==> src/rtl/code_lock_if.sv <==
// Keypad-side bundle for code_lock.
//   digit  : keypad symbol, sampled each edge while entering
//   start  : entry enable; low abandons the attempt and relocks
//   out    : unlock (registered)
//   buzzer : sticky alarm (registered)
//   count  : symbols entered in the current attempt (0-4)
//   cp     : expected passcode symbol for the current position
//   ci     : last sampled keypad symbol (registered)
interface code_lock_if;
  logic [3:0] digit;
  logic       start;
  logic       out;
  logic       buzzer;
  logic [2:0] count;
  logic [3:0] cp;
  logic [3:0] ci;

  modport master (
    output digit, start,
    input  out, buzzer, count, cp, ci
  );

  modport slave (
    input  digit, start,
    output out, buzzer, count, cp, ci
  );
endinterface

==> src/rtl/code_lock.sv <==
// Four-symbol combination lock.
// A keypad symbol is sampled once per clock while entry is enabled and is compared
// position-by-position with CODE. A full correct sequence raises out; MAX_TRIES failed
// attempts latch buzzer until reset.
// Ports:
//   clk   : single clock, rising edge
//   reset : synchronous, active-high
//   bus   : code_lock_if slave (digit/start in; out/buzzer/count/cp/ci out)
module code_lock #(
  parameter logic [15:0] CODE      = 16'hABFD,
  parameter int unsigned MAX_TRIES = 3
) (
  input logic        clk,
  input logic        reset,
  code_lock_if.slave bus
);

  localparam logic [2:0] MaxTries = 3'(MAX_TRIES);

  typedef enum logic [1:0] {StIdle, StEnter, StOpen, StAlarm} state_e;

  state_e     state_q, state_d;
  logic [2:0] count_q, count_d;
  logic       err_q, err_d;
  logic [2:0] fails_q, fails_d;
  logic [3:0] ci_q, ci_d;
  logic       out_q, out_d;
  logic       buzzer_q, buzzer_d;
  logic [3:0] cp;
  logic       err_new;

  // Expected symbol for the current position; zero once all four are in.
  always_comb begin
    cp = 4'h0;
    unique case (count_q)
      3'd0:    cp = CODE[15:12];
      3'd1:    cp = CODE[11:8];
      3'd2:    cp = CODE[7:4];
      3'd3:    cp = CODE[3:0];
      default: cp = 4'h0;
    endcase
  end

  // Mismatch flag including the symbol being sampled at this edge.
  assign err_new = err_q | (bus.digit != cp);

  always_comb begin
    state_d  = state_q;
    count_d  = count_q;
    err_d    = err_q;
    fails_d  = fails_q;
    ci_d     = ci_q;
    out_d    = out_q;
    buzzer_d = buzzer_q;

    unique case (state_q)
      StIdle: begin
        if (bus.start) begin
          state_d = StEnter;
          count_d = 3'd0;
          err_d   = 1'b0;
        end
      end
      StEnter: begin
        if (!bus.start) begin
          // Abandoning wins over a simultaneous 4th symbol; not a failure.
          state_d = StIdle;
          count_d = 3'd0;
          err_d   = 1'b0;
        end else begin
          ci_d    = bus.digit;
          err_d   = err_new;
          count_d = count_q + 3'd1;
          if (count_q == 3'd3) begin
            if (!err_new) begin
              state_d = StOpen;
              out_d   = 1'b1;
              fails_d = 3'd0;
            end else if (fails_q + 3'd1 == MaxTries) begin
              state_d  = StAlarm;
              buzzer_d = 1'b1;
            end else begin
              fails_d = fails_q + 3'd1;
              count_d = 3'd0;
              err_d   = 1'b0;
            end
          end
        end
      end
      StOpen: begin
        if (!bus.start) begin
          state_d = StIdle;
          out_d   = 1'b0;
          count_d = 3'd0;
        end
      end
      StAlarm: begin
        // Only reset leaves the alarm.
      end
      default: state_d = StIdle;
    endcase
  end

  always_ff @(posedge clk) begin
    if (reset) begin
      state_q  <= StIdle;
      count_q  <= 3'd0;
      err_q    <= 1'b0;
      fails_q  <= 3'd0;
      ci_q     <= 4'h0;
      out_q    <= 1'b0;
      buzzer_q <= 1'b0;
    end else begin
      state_q  <= state_d;
      count_q  <= count_d;
      err_q    <= err_d;
      fails_q  <= fails_d;
      ci_q     <= ci_d;
      out_q    <= out_d;
      buzzer_q <= buzzer_d;
    end
  end

  assign bus.out    = out_q;
  assign bus.buzzer = buzzer_q;
  assign bus.count  = count_q;
  assign bus.cp     = cp;
  assign bus.ci     = ci_q;

endmodule

==> src/flat_wrapper.sv <==
// flat-port wrapper written by rule: the top's interface ports become plain ports
module code_lock_flat 
#(
  parameter logic [15:0] CODE      = 16'hABFD,
  parameter int unsigned MAX_TRIES = 3
)
  (clk, reset, bus_digit, bus_start, bus_out, bus_buzzer, bus_count, bus_cp, bus_ci);
  code_lock_if bus_i ();
  input logic clk;
  input logic reset;
  input wire logic [$bits(bus_i.digit)-1:0] bus_digit;
  input wire logic [$bits(bus_i.start)-1:0] bus_start;
  output wire logic [$bits(bus_i.out)-1:0] bus_out;
  output wire logic [$bits(bus_i.buzzer)-1:0] bus_buzzer;
  output wire logic [$bits(bus_i.count)-1:0] bus_count;
  output wire logic [$bits(bus_i.cp)-1:0] bus_cp;
  output wire logic [$bits(bus_i.ci)-1:0] bus_ci;
  assign bus_i.digit = bus_digit;
  assign bus_i.start = bus_start;
  assign bus_out = bus_i.out;
  assign bus_buzzer = bus_i.buzzer;
  assign bus_count = bus_i.count;
  assign bus_cp = bus_i.cp;
  assign bus_ci = bus_i.ci;
  code_lock #(.CODE(CODE), .MAX_TRIES(MAX_TRIES)) u_core (.clk(clk), .reset(reset), .bus(bus_i));
endmodule
==> config.mk <==
export PLATFORM = sky130hd
export DESIGN_NAME = code_lock_flat
export DESIGN_NICKNAME = d
export VERILOG_FILES = /design/src/rtl/code_lock_if.sv /design/src/rtl/code_lock.sv /design/src/flat_wrapper.sv
export SDC_FILE = /design/constraint.sdc
export NUM_CORES = 1
export LEC_CHECK = 0
export ABC_AREA = 1
export CAP_MARGIN = 20
export CORE_MARGIN = 2
export CORE_UTILIZATION = 40
export DETAILED_ROUTE_END_ITERATION = 6
export SLEW_MARGIN = 0
export SYNTH_ARGS = -nofsm -noshare
export SYNTH_HDL_FRONTEND = slang
export SYNTH_SLANG_ARGS = --single-unit
==> constraint.sdc <==
create_clock -name clk -period 2.5 [get_ports clk]
set_clock_uncertainty 0.15 [all_clocks]
set_input_delay 0.75 -clock clk [delete_from_list [all_inputs] [get_ports clk]]
set_output_delay 0.75 -clock clk [all_outputs]
set_load 0.01 [all_outputs]
==> flow_metrics.tcl, run 1 <==
set metrics [dict create \
    max_clock_freq_ghz 0.408 \
    postCtsHoldBufs 0 \
    final_cell_area_um2 1280 \
    n_fill_cell 236 \
    final_hold_slack_ns 0.334 \
    placementRows 17 \
    vias 931 \
    grt_remaining_overflow 0 \
    finalSetupTns_ns 0 \
    power_leakage_nw 0.584 \
    netlist_top_cells_count "sky130_fd_sc_hd__nand2_1, sky130_fd_sc_hd__inv_1, sky130_fd_sc_hd__dfxtp_1" \
    crit_path_top_delay_cell "sky130_fd_sc_hd__dfxtp_2" \
    mappedNetlistArea_um2 980 \
    drc_errors 0 \
    groute.usage.overall 0.183 \
    cts.sink_count 15 \
    synth-main-ff-cell "sky130_fd_sc_hd__dfxtp_1" \
    synth_cells 135 \
    storage_element_area_um2 303 \
    drt_iter0_drc 10 \
    die_span_in_y_um 53.5 \
    post_detailed_placement_cell_area_um2 1230 \
    path_delay_family "buffers and inverters" \
    critical_path_required_ns 1.60 \
    fin_nets 182 \
    placement.setup.worst_slack_ns 0.113 \
    port_buffers 19 \
    antenna_cells_inserted 0 \
    synthesis.yosys.warnings 0 \
    cts.clk_slew.worst_paths_ns 0.09 \
    hold_viol 0 \
    drt_via_density 4.85 \
    timing.max_cap.violations 0 \
    ys_top_cells_by_area "sky130_fd_sc_hd__dfxtp_1, sky130_fd_sc_hd__ha_1, sky130_fd_sc_hd__nand2_1" \
    finalSetupViolations 0 \
    syn_nets 152 \
    floorplan.core_area_um2 2250 \
    floorplan.die_area_um2 2860 \
    die_w_um 53.5 \
    irDropWorstVdd_mv 0.309 \
    timing.critical_path.slowest_cell_delay_ns 0.36 \
    yosys_register_bits 15 \
    synth_area_leader_cell "sky130_fd_sc_hd__dfxtp_1" \
    area_of_the_multi_input_gates_um2 599 \
    worst_setup_path_start_kind "flip-flop" \
    avgSynthCellArea_um2 7.26 \
    run_status "complete, no violations" \
    routedWlPerCell_um 11.6 \
    cts_htree_levels 1 \
    detailedRoute.firstPassIterationCount 4 \
    max-slew-margin-rel 0.784 \
    worstMarginPinSlew_ns 0.323 \
    global_route_wire_length_before_repair_mm 3.73 \
    grt_pass1_vias 926 \
    floorplan.initialDensity 0.435 \
    post_route_core_utilization 0.570 \
    numCtsBuffers 3 \
    ctsRootBufferMaster "sky130_fd_sc_hd__clkbuf_4" \
    period_minus_slack_ns 2.45 \
    clock_tree_from_tritoncts "done" \
    hp-class "reg -> reg" \
    critical_path.n_buffers_inverters 3 \
    post-synth-top-area-fraction 0.307 \
    grt_max_degree 10 \
    post-synth-top-count-cell "sky130_fd_sc_hd__nand2_1" \
    synth-async-reset-ratio 0 \
    cp_cell_sequence "inv_1, ha_1, o21ai_2, buf_4, nand2_2, dlygate4sd2_1" \
    gp_routability_congestion 0.753 \
    synth-seq-area-share 0.307 \
    report.final.slew_viol_count 0 \
    cp_data_arrival_time_ns 1.55 \
    worst-setup-path-type "reg -> out" \
    synth.distinct_cells 24 \
    num_io_pins 20 \
    areaGrowthSynthToFinish_pct 31.2 \
    proportion_of_layout_cells_with_a_drive_suffix_above_1 0.220 \
    finalCritPeriodShare 0.980 \
    hpwlAfterDp_mm 1.70 \
    antenna_left 0 \
    cts.path.max_buffers 2 \
    clock_insertion_delay_worst_skew_ns 0.29 \
    grt_antenna_before_repair 0 \
    crit_fanout 4 \
    powerDensity_nw_per_um2 539 \
    synth_edf_count 0 \
    finalWorstSetupSlack_ns 0.0492 \
    worstSetupEndpointType "output pin" \
    drt-total-wl_mm 2.23 \
]
## placed cells by master, fill, tap and decap left out, drive strengths merged
cell type,count
a211oi,1
nand3b,1
xor2,1
clkbuf,4
o211ai,1
buf,7
clkdlybuf4s50,15
a21oi,14
inv,22
nand3,12
a31oi,1
o21ai,10
nand2,33
nor2,12
o22ai,1
dfxtp,15
clkdlybuf4s15,1
ha,10
dlygate4sd2,3
## per-stage QoR
step / instances / total power, mW
3_3_place_gp: 185 / 0.545
6_report: 192 / 0.692
5_1_grt: 192 / 0.742
3_5_place_dp: 185 / 0.548
2_1_floorplan: 135 / 0.446
4_1_cts: 190 / 0.694
## final timing paths
path	from	to	slack [ns]	cells past startpoint
worst min-delay path	u_core.fails_q[2]	u_core.fails_q[2]	0.33	2
worst max register to register	u_core.bus.count[1]	u_core.fails_q[0]	0.55	13
worst max-delay path	u_core.bus.count[1]	bus_cp[1]	0.05	6
worst min register to register	u_core.fails_q[2]	u_core.fails_q[2]	0.33	2
## worst reg2reg max path, cell delays in order, from the launching register on
cell	delay (ns)
sky130_fd_sc_hd__dfxtp_2	0.36
sky130_fd_sc_hd__inv_1	0.08
sky130_fd_sc_hd__ha_1	0.20
sky130_fd_sc_hd__o21ai_2	0.16
sky130_fd_sc_hd__buf_4	0.13
sky130_fd_sc_hd__nand2_2	0.04
sky130_fd_sc_hd__nand2_1	0.05
sky130_fd_sc_hd__nand2_1	0.06
sky130_fd_sc_hd__nor2_2	0.15
sky130_fd_sc_hd__nand2_4	0.10
sky130_fd_sc_hd__nand2_1	0.07
sky130_fd_sc_hd__nand2_1	0.10
sky130_fd_sc_hd__o21ai_1	0.14
sky130_fd_sc_hd__a21oi_1	0.05
## routing by layer
metal,vias to the layer above,track usage,wire length [um]
met1,417,0.199,1020
met4,0,0.0897,42
met2,17,0.331,1060
li1,492,-,-
met5,-,0,0
met3,5,0.0367,98
## registers in the layout (all words and copies together), names as in the netlist
register           count
u_core.bus.ci          4
u_core.bus.count       3
u_core.fails_q         3
u_core.state_q         2
u_core.bus.buzzer      1
u_core.bus.out         1
u_core.err_q           1
## layout make-up
type	count	area share
tap	28	0.0273
sequential	15	0.236
multi-input combinational	97	0.466
inverter	22	0.0643
clock buffer	4	0.0204
timing repair buffer	26	0.186
## power by group
| part | total [mW] | switching (mW) | internal [mW] | leakage (nW) |
|---|---|---|---|---|
| clock network | 0.143 | 0.0808 | 0.0621 | 0.0150 |
| registers | 0.271 | 0.0117 | 0.259 | 0.123 |
| logic | 0.279 | 0.151 | 0.128 | 0.446 |
| total | 0.692 | 0.243 | 0.449 | 0.584 |
## cells by family after synthesis
logic type | count (synthesis) | synth area share
compound gates | 28 | 0.162
xor+xnor | 1 | 0.00894
fa+ha+maj | 10 | 0.128
buf+inv | 23 | 0.0894
flops | 15 | 0.307
simple gates | 58 | 0.305
## timing repair
| item | 4_1_cts | 5_1_grt |
|---|---|---|
| resized for setup | 9 | 2 |
| setup buffers | 1 | 2 |
| setup endpoints to repair | 4 | 1 |
| pin swaps | 1 | 1 |
Power figures use the tool's default switching activity.
==> run 2, diff against run 1 <==
--- a/config.mk
+++ b/config.mk
@@ -5,11 +5,11 @@
 export SDC_FILE = /design/constraint.sdc
 export NUM_CORES = 1
 export LEC_CHECK = 0
-export ABC_AREA = 1
 export CAP_MARGIN = 20
 export CORE_MARGIN = 2
-export CORE_UTILIZATION = 40
+export CORE_UTILIZATION = 46
 export DETAILED_ROUTE_END_ITERATION = 6
+export PLACE_DENSITY = 0.75
 export SLEW_MARGIN = 0
 export SYNTH_ARGS = -nofsm -noshare
 export SYNTH_HDL_FRONTEND = slang
==> constraint.sdc (replaced) <==
create_clock -name clk -period 2.2 [get_ports clk]
set_clock_uncertainty 0.15 [all_clocks]
set_input_delay 0.66 -clock clk [delete_from_list [all_inputs] [get_ports clk]]
set_output_delay 0.66 -clock clk [all_outputs]
set_load 0.01 [all_outputs]
==> run 2 against run 1 <==
The run now ends with negative setup slack left. Count of clock-buffer cells in the layout shrank 1. Worst hold slack lost 0.025 ns. Critical path depth shrank 1. Flip-flop and latch count is the same. Worst setup slack lost 0.16 ns. Largest cell class unchanged. Wire length grew 45%. Synthesized cell count shrank 9.6%. Via count grew 21%. Highest routed layer unchanged. Final cell count grew 5.7%. Die area shrank 6.0%.
==> flow_metrics.tcl, run 2 <==
set metrics [dict create \
    run_status "finished, violations left" \
    failed_checks "negative setup slack" \
    unrepaired_setup_endpoints_after_global_routing "true" \
    instances_no_fill 203 \
    numCtsBuffers 3 \
    post-synth-top-area-fraction 0.285 \
    cts_htree_levels 1 \
    cp_data_arrival_time_ns 1.50 \
    antenna_cells_inserted 0 \
    post_detailed_placement_cell_area_um2 1460 \
    layout_commonest_cell "sky130_fd_sc_hd__buf_4" \
    routedWlPerCell_um 16.0 \
    die_w_um 51.9 \
    drt-total-wl_mm 3.24 \
    synth-main-ff-cell "sky130_fd_sc_hd__dfxtp_1" \
    areaGrowthSynthToFinish_pct 56.3 \
    grt_antenna_before_repair 0 \
    num_io_pins 20 \
    hp-class "reg -> reg" \
    synth_cells 122 \
    max_clock_freq_ghz 0.433 \
    critPathLaunch "u_core.bus.count[1]" \
    crit_path_top_delay_cell "sky130_fd_sc_hd__dfxtp_4" \
    placementRows 17 \
    syn_nets 139 \
    cts.sink_count 15 \
    floorplan.core_area_um2 2190 \
    timing.max_cap.violations 0 \
    yosys_register_bits 15 \
    hpwlAfterDp_mm 2.09 \
    avgSynthCellArea_um2 8.64 \
    gp_routability_congestion 0.839 \
    cp_cell_sequence "ha_4, ha_4, a21o_1, a21o_1, buf_2" \
    grt_busiest_layer "met2" \
    clock_tree_from_tritoncts "done" \
    fin_nets 193 \
    antenna_left 0 \
    powerDensity_nw_per_um2 569 \
    report.final.slew_viol_count 0 \
    finalCritPeriodShare 1.05 \
    synth-seq-area-share 0.285 \
    finalSetupTns_ns -0.354 \
    irDropWorstVdd_mv 0.413 \
    worstMarginPinSlew_ns 0.318 \
    ys_top_cells_by_area "sky130_fd_sc_hd__dfxtp_1, sky130_fd_sc_hd__ha_1, sky130_fd_sc_hd__a21oi_1" \
    grt_remaining_overflow 0 \
    met1_demand_to_capacity_share_in_global_routing 0.241 \
    max-slew-margin-rel 0.786 \
    synth.distinct_cells 45 \
    vias 1129 \
    synth_edf_count 0 \
    groute.layer.met3.usage 0.0431 \
    worst-setup-path-type "reg -> out" \
    hold_viol 0 \
    timing.critical_path.slowest_cell_delay_ns 0.39 \
    detailedRoute.firstPassIterationCount 4 \
    ctsRootBufferMaster "sky130_fd_sc_hd__clkbuf_4" \
    postCtsHoldBufs 0 \
    hold_path.startpoint "u_core.bus.ci[2]" \
    largest_register_ff_count 4 \
    worstSetupEndpointType "output pin" \
    die_span_in_y_um 51.9 \
    drt_iter0_drc 31 \
    synth_area_leader_cell "sky130_fd_sc_hd__dfxtp_1" \
    finalWorstSetupSlack_ns -0.112 \
    post-synth-top-count-cell "sky130_fd_sc_hd__dfxtp_1" \
    groute.usage.overall 0.238 \
    drc_errors 0 \
    cts.clk_slew.worst_paths_ns 0.10 \
    floorplan.die_area_um2 2690 \
    post_route_core_utilization 0.752 \
    grt_pass1_vias 1056 \
    cts.path.max_buffers 2 \
    port_buffers 19 \
    finalSetupViolations 5 \
    period_minus_slack_ns 2.31 \
    floorplan.initialDensity 0.481 \
    use_met2 0.449 \
    layout.cells.most_common_list "sky130_fd_sc_hd__buf_4, sky130_fd_sc_hd__clkdlybuf4s50_1, sky130_fd_sc_hd__nand2_1, sky130_fd_sc_hd__dfxtp_1" \
    power_leakage_nw 0.674 \
    grt_max_degree 10 \
    netlist_top_cells_count "sky130_fd_sc_hd__dfxtp_1, sky130_fd_sc_hd__nand2_1, sky130_fd_sc_hd__ha_1" \
    clock_insertion_delay_worst_skew_ns 0.29 \
    drt_via_density 5.56 \
    global_route_wire_length_before_repair_mm 4.64 \
    dp.cells 190 \
    final_cell_area_um2 1650 \
    r2r_path_start "u_core.bus.count[1]" \
    critical_path_required_ns 1.39 \
    synth-async-reset-ratio 0 \
    synthesis.yosys.warnings 0 \
    crit_fanout 4 \
    proportion_of_layout_cells_with_a_drive_suffix_above_1 0.394 \
    worst_setup_path_start_kind "flip-flop" \
    mappedNetlistArea_um2 1050 \
]
==> run 2: cells by family after synthesis <==
logic type,Yosys count,synth area share
compound gates,32,0.249
xor+xnor,2,0.0166
fa+ha+maj,10,0.119
buf+inv,14,0.0594
flops,15,0.285
mux,2,0.0249
simple gates,47,0.246
==> run 2: power breakdown <==
group / switching (mW) / total (mW) / internal (mW)
Sequential: 0.0175 / 0.314 / 0.297
Combinational: 0.215 / 0.454 / 0.239
Clock: 0.101 / 0.169 / 0.0678
Total: 0.334 / 0.937 / 0.603
==> run 2: routing by layer <==
layer / routed length (um) / vias to the layer above / share of wire
met4: 119 / 0 / 0.037
met5: 0 / - / 0
met3: 119 / 14 / 0.037
met2: 1700 / 34 / 0.53
li1: - / 547 / -
met1: 1300 / 534 / 0.40
==> run 2: path summary, 6_finish.rpt <==
kind / endpoint / slack, ns / cells past startpoint
worst max register to register: u_core.state_q[0] / -0.01 / 10
worst min register to register: u_core.bus.ci[2] / 0.31 / 2
worst min-delay path: u_core.bus.ci[2] / 0.31 / 2
worst max-delay path: bus_cp[0] / -0.11 / 5
==> run 2: cell type report <==
class	count	area, um2
timing repair buffer	54	447
clock buffer	3	22.5
fill	151	544
multi-input combinational	93	795
clock inverter	1	5.00
inverter	9	33.8
tap	28	35.0
sequential	15	309
==> run 2: worst max-delay path, delay by kind of cell (launching register included) <==
kind	cells	cell delay, ns
compound gates	2	0.35
buf+inv	1	0.13
flops	1	0.39
fa+ha+maj	2	0.33
==> run 2: stage by stage <==
| step | hold WS, ns | setup slack, ns | total power [mW] |
|---|---|---|---|
| 6_report | 0.309 | -0.112 | 0.937 |
| 5_1_grt | 0.322 | -0.148 | 0.987 |
| 4_1_cts | 0.313 | -0.0844 | 0.902 |
| 3_5_place_dp | 0.302 | -0.254 | 0.712 |
| 3_3_place_gp | 0.293 | -0.160 | 0.699 |
| 2_1_floorplan | 0.308 | 0.0264 | 0.533 |
==> run 2: timing repair <==
| action | 4_1_cts | 5_1_grt |
|---|---|---|
| setup endpoints to repair | 5 | 8 |
| pin swaps | 1 | 10 |
| gates resized for setup | 33 | 7 |
| buffers inserted | 3 | 6 |
==> run 3, diff against run 2 <==
--- a/config.mk
+++ b/config.mk
@@ -9,8 +9,9 @@
 export CORE_MARGIN = 2
 export CORE_UTILIZATION = 46
 export DETAILED_ROUTE_END_ITERATION = 6
-export PLACE_DENSITY = 0.75
-export SLEW_MARGIN = 0
+export GPL_TIMING_DRIVEN = 0
+export PLACE_DENSITY = 0.83
+export SLEW_MARGIN = 40
 export SYNTH_ARGS = -nofsm -noshare
 export SYNTH_HDL_FRONTEND = slang
 export SYNTH_SLANG_ARGS = --single-unit
==> run 3 against run 2 <==
The run still ends with negative setup slack left. Flip-flop and latch count unchanged. Non-clock buffer count down 21. Cell area down 9.2%. Via count down 4.9%. First-iteration DRC count down 19%. Count of clock-buffer cells in the layout unchanged. Sequential power about the same. Total power down 5.8%. Worst setup slack better by 0.014 ns. Register-to-register slack better by 0.09 ns. Global-route usage down 1.6 points. Maximum frequency up 0.62%.
==> flow_metrics.tcl, run 3 (synthesis results as in run 2) <==
set metrics [dict create \
    run_status "finished, violations left" \
    failed_checks "negative setup slack" \
    hpwlAfterDp_mm 1.83 \
    max-slew-margin-rel 0.651 \
    die_w_um 51.9 \
    drt_via_density 5.90 \
    cts.sink_count 15 \
    powerDensity_nw_per_um2 590 \
    floorplan.initialDensity 0.481 \
    report.final.slew_viol_count 0 \
    drc_errors 0 \
    period_minus_slack_ns 2.30 \
    die_span_in_y_um 51.9 \
    ctsRootBufferMaster "sky130_fd_sc_hd__clkbuf_4" \
    irDropWorstVdd_mv 0.473 \
    grt_pass1_vias 1002 \
    power_leakage_nw 0.584 \
    finalSetupViolations 3 \
    worstMarginPinSlew_ns 0.523 \
    detailedRoute.firstPassIterationCount 4 \
    largest_register_ff_count 4 \
    antenna_cells_inserted 0 \
    cts_htree_levels 1 \
    final_hold_slack_ns 0.319 \
    finalCritPeriodShare 1.04 \
    timing.max_cap.violations 0 \
    numCtsBuffers 3 \
    grt_max_degree 11 \
    gp_routability_congestion 0.824 \
    layout_commonest_cell "sky130_fd_sc_hd__clkdlybuf4s50_1" \
    cts.path.max_buffers 2 \
    global_route_wire_length_before_repair_mm 4.44 \
    cp_data_arrival_time_ns 1.49 \
    layout.cells.most_common_list "sky130_fd_sc_hd__clkdlybuf4s50_1, sky130_fd_sc_hd__nand2_1, sky130_fd_sc_hd__dfxtp_1" \
    fin_nets 172 \
    instances_no_fill 182 \
    num_io_pins 20 \
    clock_tree_from_tritoncts "done" \
    floorplan.die_area_um2 2690 \
    routedWlPerCell_um 15.5 \
    cts.clk_slew.worst_paths_ns 0.11 \
    crit_fanout 4 \
    overall_power_of_the_completed_layout_mw 0.883 \
    proportion_of_layout_cells_with_a_drive_suffix_above_1 0.279 \
    critical_path_required_ns 1.39 \
    grt_remaining_overflow 0 \
    dp.cells 169 \
    unrepaired_setup_endpoints_after_global_routing "true" \
    groute.usage.overall 0.223 \
    worst_setup_path_start_kind "flip-flop" \
    port_buffers 19 \
    postCtsHoldBufs 0 \
    post_detailed_placement_cell_area_um2 1290 \
    vias 1074 \
    areaGrowthSynthToFinish_pct 41.9 \
    floorplan.core_area_um2 2190 \
    finalWorstSetupSlack_ns -0.0976 \
    max_clock_freq_ghz 0.435 \
    antenna_left 0 \
    grt_antenna_before_repair 0 \
    clock_insertion_delay_worst_skew_ns 0.29 \
    hp-class "reg -> reg" \
    worst-setup-path-type "reg -> out" \
    final_cell_area_um2 1500 \
    worstSetupEndpointType "output pin" \
    drt_iter0_drc 25 \
    hold_viol 0 \
    drt-total-wl_mm 2.83 \
    n_fill_cell 172 \
    placementRows 17 \
]
run 3: changes by cell type in the layout (fill, tap and decap cells not counted), sizes merged:
| cell | change |
|---|---|
| clkdlybuf4s50 | -2 |
| clkbuf | +2 |
| dlygate4sd2 | +1 |
| buf | -23 |
| dlymetal6s2s | +1 |
run 3: metrics by stage:
stage | setup slack [ns] | util | setup TNS, ns
floorplan | 0.0264 | - | 0
global placement | -0.380 | 0.590 | -2.51
finish | -0.0976 | 0.682 | -0.240
detailed placement | -0.429 | 0.590 | -3.09
CTS | -0.137 | 0.666 | -0.473
global route | -0.138 | 0.682 | -0.357
run 3: cell type report:
cell class                 count  area [um2]  area share
multi-input combinational     93         786       0.526
inverter                       9        36.3      0.0243
buffer                         2        8.76     0.00586
clock inverter                 1        5.00     0.00335
timing repair buffer          31         290       0.194
sequential                    15         312       0.208
clock buffer                   3        22.5      0.0151
tap                           28        35.0      0.0234
run 3: what timing repair did:
item,CTS,global route
endpoints found under the setup margin,8,9
buffers inserted,7,6
pin swaps,4,6
gates resized for setup,34,8
run 3: worst paths after layout:
kind,start,end,slack [ns],cells past startpoint
worst min register to register,u_core.bus.ci[1],u_core.bus.ci[1],0.32,2
worst min-delay path,u_core.bus.ci[1],u_core.bus.ci[1],0.32,2
worst max register to register,u_core.bus.count[0],u_core.bus.count[0],0.08,9
worst max-delay path,u_core.bus.count[0],bus_cp[0],-0.1,5
run 3: metal layers:
metal / track usage / up-vias / wire length [um]
li1: - / 507 / -
met1: 0.245 / 520 / 1130
met2: 0.435 / 38 / 1540
met3: 0.0287 / 9 / 101
met4: 0.0658 / 0 / 46
met5: 0 / - / 0
run 3: worst max-delay path, stage by stage (launching register included):
cell	delay, ns
sky130_fd_sc_hd__dfxtp_4	0.39
sky130_fd_sc_hd__ha_4	0.17
sky130_fd_sc_hd__ha_4	0.16
sky130_fd_sc_hd__a21o_1	0.18
sky130_fd_sc_hd__a21o_1	0.17
sky130_fd_sc_hd__buf_2	0.13
run 3: where the power goes:
part	switching (mW)	internal [mW]	total [mW]
clock network	0.100	0.0677	0.168
logic	0.196	0.203	0.399
registers	0.0204	0.296	0.316
